<file path="config.mk">
export PLATFORM = sky130hd
export DESIGN_NAME = z8086_vram_blitter
export DESIGN_NICKNAME = d
export VERILOG_FILES = /design/src/rtl/z8086_video_pkg.sv /design/src/rtl/z8086_blit_addr_gen.sv /design/src/rtl/z8086_vram_blitter.sv
export SDC_FILE = /design/constraint.sdc
export NUM_CORES = 1
export LEC_CHECK = 0
export ABC_CLOCK_PERIOD_IN_PS = 3300
export BUFFER_PORTS_ARGS = -buffer_cell sky130_fd_sc_hd__clkbuf_2
export CAP_MARGIN = 20
export CORE_MARGIN = 1.5
export CORE_UTILIZATION = 25
export CTS_CLUSTER_DIAMETER = 60
export DETAILED_ROUTE_END_ITERATION = 7
export PLACE_DENSITY = 0.5
export SYNTH_ARGS = -nofsm -noshare
export SYNTH_HDL_FRONTEND = slang
export SYNTH_HIERARCHICAL = 1
export SYNTH_SLANG_ARGS = --single-unit
</file>
<file path="constraint.sdc">
create_clock -name clk -period 3.3 [get_ports clk]
set_clock_uncertainty 0.2 [all_clocks]
set_input_delay 0.66 -clock clk [delete_from_list [all_inputs] [get_ports clk]]
set_output_delay 0.66 -clock clk [all_outputs]
set_load 0.005 [all_outputs]
</file>
<file path="src/rtl/z8086_video_pkg.sv">
// Shared text-mode geometry, blitter opcodes and FSM state encodings for the VRAM blitter.
package z8086_video_pkg;
  localparam int TEXT_COLS    = 80;
  localparam int TEXT_ROWS    = 30;
  localparam int ADDR_W       = 12;
  localparam int SCREEN_WORDS = TEXT_COLS * TEXT_ROWS;

  localparam logic [15:0] DEFAULT_FILL = 16'h0720;

  typedef enum logic [1:0] {
    OP_NOP         = 2'd0,
    OP_FILL        = 2'd1,
    OP_SCROLL_UP   = 2'd2,
    OP_SCROLL_DOWN = 2'd3
  } blit_op_t;

  typedef logic [2:0] blit_state_t;

  localparam blit_state_t ST_IDLE = 3'd0;
  localparam blit_state_t ST_RD   = 3'd1;
  localparam blit_state_t ST_WR   = 3'd2;
  localparam blit_state_t ST_FILL = 3'd3;
  localparam blit_state_t ST_DONE = 3'd4;
endpackage

</file>
<file path="src/rtl/z8086_blit_addr_gen.sv">
// Destination/source word counters for blitter copies and fills, with end-of-phase detection.
module z8086_blit_addr_gen
  import z8086_video_pkg::*;
(
  input  logic              clk,
  input  logic              reset_n,
  input  logic              start,
  input  logic              step,
  input  logic              up,
  input  logic [4:0]        rows,
  output logic [ADDR_W-1:0] dst,
  output logic [ADDR_W-1:0] src,
  output logic              copy_last,
  output logic              fill_last
);
  localparam logic [ADDR_W-1:0] LAST_WORD = ADDR_W'(SCREEN_WORDS - 1);
  localparam logic [ADDR_W-1:0] ONE       = ADDR_W'(1);

  logic [ADDR_W-1:0] offset;
  logic              dir_up;

  // offset = rows * TEXT_COLS, computed once per operation as (rows<<6)+(rows<<4)
  always_ff @(posedge clk or negedge reset_n) begin
    if (!reset_n) begin
      dst    <= '0;
      offset <= '0;
      dir_up <= 1'b1;
    end else if (start) begin
      offset <= (ADDR_W'(rows) << 6) + (ADDR_W'(rows) << 4);
      dir_up <= up;
      dst    <= up ? '0 : LAST_WORD;
    end else if (step) begin
      dst <= dir_up ? dst + ONE : dst - ONE;
    end
  end

  // The fill phase simply continues the destination walk past the last copied word.
  assign src       = dir_up ? dst + offset : dst - offset;
  assign copy_last = dir_up ? (dst == LAST_WORD - offset) : (dst == offset);
  assign fill_last = dir_up ? (dst == LAST_WORD) : (dst == '0);
endmodule

</file>
<file path="src/rtl/z8086_vram_blitter.sv">
// Text-screen blitter in front of the video buffer VRAM port: CPU pass-through when idle,
// fill and scroll operations executed on VRAM itself while the CPU is stalled.
module z8086_vram_blitter
  import z8086_video_pkg::*;
(
  input  logic              clk,
  input  logic              reset_n,
  input  logic [ADDR_W-1:0] cpu_addr,
  input  logic [15:0]       cpu_din,
  input  logic              cpu_rd,
  input  logic              cpu_wr,
  output logic [15:0]       cpu_dout,
  output logic              cpu_ready,
  input  logic [1:0]        cmd_addr,
  input  logic              cmd_rd,
  input  logic              cmd_wr,
  input  logic [15:0]       cmd_din,
  output logic [15:0]       cmd_dout,
  output logic [ADDR_W-1:0] vram_addr,
  output logic [15:0]       vram_din,
  output logic              vram_rd,
  output logic              vram_wr,
  input  logic [15:0]       vram_dout,
  output logic              done_irq
);
  blit_state_t       state;
  logic [15:0]       fill_reg;
  logic [15:0]       fill_word;
  logic [15:0]       last_cmd;
  logic              overrun;
  logic              busy;
  blit_op_t          cmd_op;
  logic [4:0]        cmd_rows;
  logic              cmd_go;
  logic              go_fill;
  logic              go_done;
  logic              ag_step;
  logic              ag_up;
  logic [4:0]        ag_rows;
  logic [ADDR_W-1:0] dst;
  logic [ADDR_W-1:0] src;
  logic              copy_last;
  logic              fill_last;

  assign cmd_op   = blit_op_t'(cmd_din[1:0]);
  assign cmd_rows = cmd_din[8:4];
  assign cmd_go   = cmd_wr && (cmd_addr == 2'd1) && (state == ST_IDLE) && (cmd_op != OP_NOP);

  // Full-screen fill is a scroll-up by TEXT_ROWS rows: zero copies, every word filled.
  assign go_fill  = (cmd_op == OP_FILL) || (cmd_rows >= 5'(TEXT_ROWS));
  assign go_done  = !go_fill && (cmd_rows == 5'd0);
  assign ag_up    = go_fill || (cmd_op == OP_SCROLL_UP);
  assign ag_rows  = go_fill ? 5'(TEXT_ROWS) : cmd_rows;
  assign ag_step  = (state == ST_WR) || ((state == ST_FILL) && !fill_last);

  assign busy     = (state == ST_RD) || (state == ST_WR) || (state == ST_FILL);
  assign done_irq = (state == ST_DONE);
  assign cpu_dout = vram_dout;

  z8086_blit_addr_gen u_addr_gen (
    .clk       (clk),
    .reset_n   (reset_n),
    .start     (cmd_go),
    .step      (ag_step),
    .up        (ag_up),
    .rows      (ag_rows),
    .dst       (dst),
    .src       (src),
    .copy_last (copy_last),
    .fill_last (fill_last)
  );

  always_ff @(posedge clk or negedge reset_n) begin
    if (!reset_n) begin
      state <= ST_IDLE;
    end else begin
      case (state)
        ST_IDLE: if (cmd_go) state <= go_done ? ST_DONE : (go_fill ? ST_FILL : ST_RD);
        ST_RD:   state <= ST_WR;
        ST_WR:   state <= copy_last ? ST_FILL : ST_RD;
        ST_FILL: if (fill_last) state <= ST_DONE;
        ST_DONE: state <= ST_IDLE;
        default: state <= ST_IDLE;
      endcase
    end
  end

  // A new overrun takes priority over the clear-on-read of the same cycle.
  always_ff @(posedge clk or negedge reset_n) begin
    if (!reset_n) begin
      fill_reg  <= DEFAULT_FILL;
      fill_word <= DEFAULT_FILL;
      last_cmd  <= '0;
      overrun   <= 1'b0;
      cmd_dout  <= '0;
    end else begin
      if (cmd_wr && (cmd_addr == 2'd0)) fill_reg <= cmd_din;
      if (cmd_go) begin
        fill_word <= fill_reg;
        last_cmd  <= cmd_din;
      end
      if (cmd_wr && (cmd_addr == 2'd1) && (state != ST_IDLE)) overrun <= 1'b1;
      else if (cmd_rd && (cmd_addr == 2'd2))                 overrun <= 1'b0;
      if (cmd_rd) begin
        case (cmd_addr)
          2'd0:    cmd_dout <= fill_reg;
          2'd1:    cmd_dout <= last_cmd;
          2'd2:    cmd_dout <= {14'b0, overrun, busy};
          default: cmd_dout <= '0;
        endcase
      end
    end
  end

  always_comb begin
    vram_addr = cpu_addr;
    vram_din  = cpu_din;
    vram_rd   = 1'b0;
    vram_wr   = 1'b0;
    cpu_ready = 1'b0;
    case (state)
      ST_IDLE: begin
        vram_wr   = cpu_wr;
        vram_rd   = cpu_rd && !cpu_wr;
        cpu_ready = 1'b1;
      end
      ST_RD: begin
        vram_addr = src;
        vram_rd   = 1'b1;
      end
      ST_WR: begin
        vram_addr = dst;
        vram_din  = vram_dout;
        vram_wr   = 1'b1;
      end
      ST_FILL: begin
        vram_addr = dst;
        vram_din  = fill_word;
        vram_wr   = 1'b1;
      end
      default: ;
    endcase
  end
endmodule

</file>
# Word-level counts from Yosys, hierarchy flattened
# Cells that the tools add are included.
[totals] reg_bits=93 latchBits=0 ramBits=0 romBits=0 input_bits=68 out_inout_bits=64 elab_cells=78 mem_count=0
[classes] add_sub_neg=6 n_mul=0 div_mod_pow=0 n_lt_le_gt_ge=1 n_eq_ne=13 shifts=0 mux=22 bitwise_logic=0 n_reduce_logical=27
[op_table] op="$mux W12" n=5
[op_table] op="$pmux W16 S3" n=1
[op_table] op="$pmux W16 S2" n=1
[op_table] op="$eq A12 B12 Y1" n=2
[op_table] op="$pmux W12 S2" n=1
[op_table] op="$add A11 B9 Y12" n=1
[op_table] op="$add A12 B1 Y12 const B" n=1
[op_table] op="$add A12 B12 Y12" n=1
[op_table] op="$eq A12 B12 Y1 const B" n=1
[op_table] op="$logic_not A12 Y1" n=1
[op_table] op="$pmux W3 S4" n=1
[op_table] op="$sub A12 B1 Y12 const B" n=1
[op_table] op="$sub A12 B12 Y12" n=1
[op_table] op="$sub A12 B12 Y12 const A" n=1
[op_table] op="$logic_and A1 B1 Y1" n=9
[op_table] op="$mux W3" n=3
[op_table] op="$eq A3 B2 Y1 const B" n=2
[op_table] op="$reduce_bool A2 Y1" n=3
[op_table] op="$ge A5 B5 Y1 const B" n=1
[op_table] op="$logic_not A5 Y1" n=1
[op_table] op="$logic_or A1 B1 Y1" n=5
[op_table] op="$mux W1" n=5
[op_table] op="$mux W5" n=1
[op_table] op="$eq A2 B1 Y1 const B" n=2
[op_table] op="12 further kinds" n=18

# Logic depth before layout (Yosys ltp)
[logic_depth] depth_word=7 mapped_depth=11 mapped_depth_nobuf=11

# Hierarchy
# Netlist, hierarchy kept.
[by_module_without_submodules] module="z8086_vram_blitter" instances=1 cells_each=329 area_per_inst_um2=3798.6 seq_area_each_um2=1711.6
[by_module_without_submodules] module="z8086_blit_addr_gen" instances=1 cells_each=282 area_per_inst_um2=2344.7 seq_area_each_um2=526.8

# Worst setup path before layout
# Ideal clock, no wire load.
[synth_path] path_type="register to output" from="register u_addr_gen.dst[4]" to="output port vram_addr[10]" arrival_time_ns=2.131 t_required_ns=2.440 setup_slack_ns=0.309 path_stages_with_launch=12 path_buffers=0 cell_sequence="dfrtp_1 > inv_1 > ha_1 > inv_1 > fa_1 > a21o_1 > a211oi_1 > nor2_1 > o31ai_1 > xnor2_1 > a22oi_1 > o21ai_0"
[synth_between] elab_chain_len=3 elab_cells_between_ends=4 classes_between="add/sub (2); mux (2)"
[synth_lines] item="start, declared" line_no="z8086_blit_addr_gen.sv:11" rtl="output logic [ADDR_W-1:0] dst,"
[synth_lines] item="start signal, assigned" line_no="z8086_blit_addr_gen.sv:31" rtl="dst <= up ? '0 : LAST_WORD;"
[synth_lines] item="start signal, assigned" line_no="z8086_blit_addr_gen.sv:33" rtl="dst <= dir_up ? dst + ONE : dst - ONE;"
[synth_lines] item="$sub A12 B12 Y12 or $add A12 B12 Y12 (tied branches)" line_no="z8086_blit_addr_gen.sv:38" rtl="assign src = dir_up ? dst + offset : dst - offset;"
[synth_lines] item="$mux W12 *" line_no="z8086_blit_addr_gen.sv:38"
[synth_lines] item="via src[10]" line_no="z8086_vram_blitter.sv:41" rtl="logic [ADDR_W-1:0] src;"
[synth_lines] item="$pmux W12 S2 *" line_no="z8086_vram_blitter.sv:121" rtl="case (state)"
[synth_lines] item="end, declared" line_no="z8086_vram_blitter.sv:19" rtl="output logic [ADDR_W-1:0] vram_addr,"
# The timed path passes the listed nets; every way through them passes the cells marked *.

# Worst setup path in the final report
[layout_path] from="register u_addr_gen.offset[4]" to="output port vram_addr[10]"
[layout_between] elab_chain_len=3 elab_cells_between_ends=4 classes_between="add/sub (2); mux (2)"
[layout_lines] item="start, declared" line_no="z8086_blit_addr_gen.sv:19" rtl="logic [ADDR_W-1:0] offset;"
[layout_lines] item="start signal, assigned" line_no="z8086_blit_addr_gen.sv:29" rtl="offset <= (ADDR_W'(rows) << 6) + (ADDR_W'(rows) << 4);"
[layout_lines] item="$sub A12 B12 Y12 or $add A12 B12 Y12 (tied branches)" line_no="z8086_blit_addr_gen.sv:38"
[layout_lines] item="$mux W12 *" line_no="z8086_blit_addr_gen.sv:38"
[layout_lines] item="via src[10]" line_no="z8086_vram_blitter.sv:41"
[layout_lines] item="$pmux W12 S2 *" line_no="z8086_vram_blitter.sv:121"
# Marked as above.

==> metrics.md <==
| Metric | Value |
|---|---|
| Reg2Reg Setup Slack | `0.63 ns` |
| First-pass GRT wire length | `27,600 µm` |
| CP max FO | `3` |
| Largest net degree at the start of global routing | `54` |
| Remaining DRCs | `0` |
| Synth cell types | `64` |
| Slew headroom | `0.541` |
| FP Rows | `57` |
| Async set-reset flop share out of synthesis | `1.00` |
| Design area | `7510 µm²` |
| Most used routing layer | `met2` |
| Final core occ | `0.310` |
| Commonest non-fill, non-tap cell in the layout | `clkbuf_2` |
| Sequential share of the synthesized area | `0.364` |
| Worst R2R End | `u_addr_gen/dst[9]$_DFFE_PN0P_` |
| GR Layer Usage met3 | `0.0283` |
| R2R depth | `9` |
| Sequential power share | `0.263` |
| Die height | `160 µm` |
| Failing checks | `setup timing` |
| Sum Neg Setup Slack | `-0.102 ns` |
| Power, Total | `0.00726 W` |
| Grt ovf | `0` |
| Die W | `160 µm` |
| Initial antenna violation count | `0` |
| CTS root buf | `clkbuf_16` |
| Clock share of power | `0.146` |
| Status | `finished, violations left` |
| Port Buf Inserts | `131` |
| Slew Viols, Final | `0` |
| WS Path Type | `reg -> out` |
| Worst setup EP type | `output port` |
| Met1 Use GR | `0.188` |
| Switching power | `0.00304 W` |
| Fin. Hold Viols | `0` |
| Total GRT Usage | `0.135` |
| Maxcap violations | `0` |
| Internal power | `0.00422 W` |
| Worst skew pair latency | `0.34 ns` |
| Total wire length | `16,600 µm` |
| CORE AREA | `24,200 µm²` |
| Yosys warns | `6` |
| 1st-pass router iterations | `5` |
| #FFs+latches synth | `89` |
| Dpl cell area | `7070 µm²` |
| CTS tree | `built` |
| Max clock buf depth | `2` |
| Routability cong. | `0.848` |
| Crit share post-route | `1.02` |
| Commonest non-fill, non-tap cells in the layout | `clkbuf_2 (129), dfrtp_1 (77), nand2_1 (41)` |
| Num CTS Buffers | `9` |
| Hold/Removal Path Class | `in -> async` |
| Via count | `4,971` |
| CP cell instances | `ha_4 -> inv_2 -> fa_2 -> a21o_1 -> a211oi_2 -> nor2_1 -> o31ai_1 -> xnor2_1 -> a22oi_1 -> o21ai_1 -> buf_2` |
| Fraction of layout cells with a size suffix above 1 | `0.345` |
| Leak pwr | `3.49 nW` |
| Reg clk slew, reported paths | `0.07 ns` |
| Startpoint types | `register` |
| Worst R2R Start | `u_addr_gen/dst[0]$_DFFE_PN0P_` |
| Critical Path AT | `2.52 ns` |
| Initial core utilization | `0.253` |
| Ant diodes | `0` |
| Post-synth EDFFs | `0` |
| Main synth FF type | `dfrtp_1` |
| Layout area overhead | `22.3%` |
| Syn_area_per_cell | `10.1 µm²` |
| IO Pins | `132` |
| Cells after Synth | `611` |
| Vias in the first global route | `5,037` |
| Sw Share | `0.419` |
| Power Dens Cells | `966 nW/µm²` |
| Max stage delay on crit path | `0.44 ns` |
| Min Tclk post-route | `3.38 ns` |
| Final #Nets | `825` |
| Worst setup margin | `-0.0763 ns` |
| Syn_nets | `711` |
| Data required, critical path | `2.44 ns` |
| Worst VDD drop | `0.000304 V` |
| F_max | `0.296 GHz` |
| DRC marker count from the first detailed-route iteration | `261` |
| Unrepaired setup endpoints after global routing | `true` |
| Synthesized cell area | `6140 µm²` |
| Final Setup Violations | `2` |
| Post-DR vias/cell | `4.72` |
| WL/cell | `15.7 µm` |
| Hold Buf Count CTS | `0` |
| Hold Slack | `0.0829 ns` |
| Worst Tran Pin Value | `0.689 ns` |
| Antenna viol nets, final | `0` |
| Comb pwr share | `0.591` |
| Clock sinks | `89` |
| Die ar. | `25,500 µm²` |
| CP max-delay cell | `dfrtp_1` |
| Routing usage on met2 | `0.209` |
| CTS HTree Levels | `3` |
| Hpwl dp | `12,100 µm` |
## cells in the mapped netlist, drive strengths merged, types with 3 or more instances
cell type / instances / share of area
a21oi: 33 / 0.027
nor2: 17 / 0.013
ha: 28 / 0.057
and3: 4 / 0.0041
o21a: 9 / 0.011
nor4: 3 / 0.0031
mux2i: 34 / 0.055
inv: 26 / 0.016
or4: 3 / 0.0043
o21bai: 3 / 0.0037
xor2: 10 / 0.014
a211oi: 7 / 0.0094
buf: 32 / 0.042
o22ai: 3 / 0.0031
o2bb2ai: 14 / 0.020
xnor2: 12 / 0.017
dfrtp: 80 / 0.33
o211ai: 3 / 0.0037
nand3: 13 / 0.011
and2: 3 / 0.0031
nand3b: 4 / 0.0049
clkbuf: 22 / 0.013
nor3: 11 / 0.0090
a21o: 8 / 0.0098
nor2b: 5 / 0.0051
dfstp: 9 / 0.038
nand2: 41 / 0.025
nand4: 7 / 0.0071
o31ai: 6 / 0.0073
nand2b: 12 / 0.012
a31oi: 5 / 0.0051
or3: 3 / 0.0031
nor3b: 4 / 0.0057
and3b: 11 / 0.016
o21ai: 50 / 0.041
mux2: 48 / 0.11
fa: 4 / 0.013
and4: 3 / 0.0043
## routing by layer
layer  share of wire  wire [µm]  up-vias
met1            0.48       8010     2378
met3           0.057        942       10
met2            0.45       7460      145
met5               0          0        -
met4          0.0095        157        0
li1                -          -     2438
## kinds of logic after synthesis
family	share of synthesized area
mux	0.161
compound gates	0.167
simple gates	0.135
buf+inv	0.0717
fa+ha+maj	0.0701
flops	0.364
xor+xnor	0.0314
## timing repair
action / in CTS / in global routing
endpoints found under the hold margin: 0 / 0
gates resized for setup: 19 / 15
setup endpoints to repair: 5 / 6
buffers inserted: 1 / 2
pin swaps: 7 / 8
## worst max-delay path by stage
stage,from,endpoint,depth (start not counted)
after floorplan,u_addr_gen/dst[4]$_DFFE_PN0P_,vram_addr[10],11
after global routing,u_addr_gen/dst[4]$_DFFE_PN0P_,vram_addr[8],12
after CTS,u_addr_gen/dst[4]$_DFFE_PN0P_,vram_addr[10],12
final,u_addr_gen/offset[4]$_DFFE_PN0P_,vram_addr[10],11
after detailed placement,u_addr_gen/dst[4]$_DFFE_PN0P_,vram_addr[10],12
after global placement,u_addr_gen/dst[4]$_DFFE_PN0P_,vram_addr[10],12
## area by class of cell
type / count / area, µm²
clock buffers: 10 / 229
clock inverters: 6 / 71.3
fillers: 2547 / 16700
inverters: 26 / 97.6
multi-input cells: 442 / 3570
flip-flops and latches: 89 / 2240
well taps: 324 / 405
repair buffers: 157 / 891
## power by group through the flow
stage | clock [W] | combinational, W | sequential, W
6_report | 0.00106 | 0.00429 | 0.00191
5_1_grt | 0.00114 | 0.00482 | 0.00197
4_1_cts | 0.00110 | 0.00417 | 0.00190
3_5_place_dp | 0 | 0.00402 | 0.00190
3_3_place_gp | 0 | 0.00402 | 0.00190
2_1_floorplan | 0 | 0.00294 | 0.00180
## critical path: cells and delay by family, from the launching register on
family,cells,cell delay [ns]
buffers and inverters,2,0.16
AND/OR/NAND/NOR,1,0.06
flip-flops,1,0.44
XOR/XNOR,1,0.16
AO/OA/AOI/OAI,5,0.87
adder cells (fa/ha/maj),2,0.50
## stage by stage
step	setup slack [ns]	cells
after floorplan	0.309	611
after global placement	0.151	1035
after detailed placement	0.132	1035
after CTS	-0.121	1052
after global routing	-0.229	1054
final	-0.0763	1054
No activity file was read; power rests on OpenSTA's default activity.
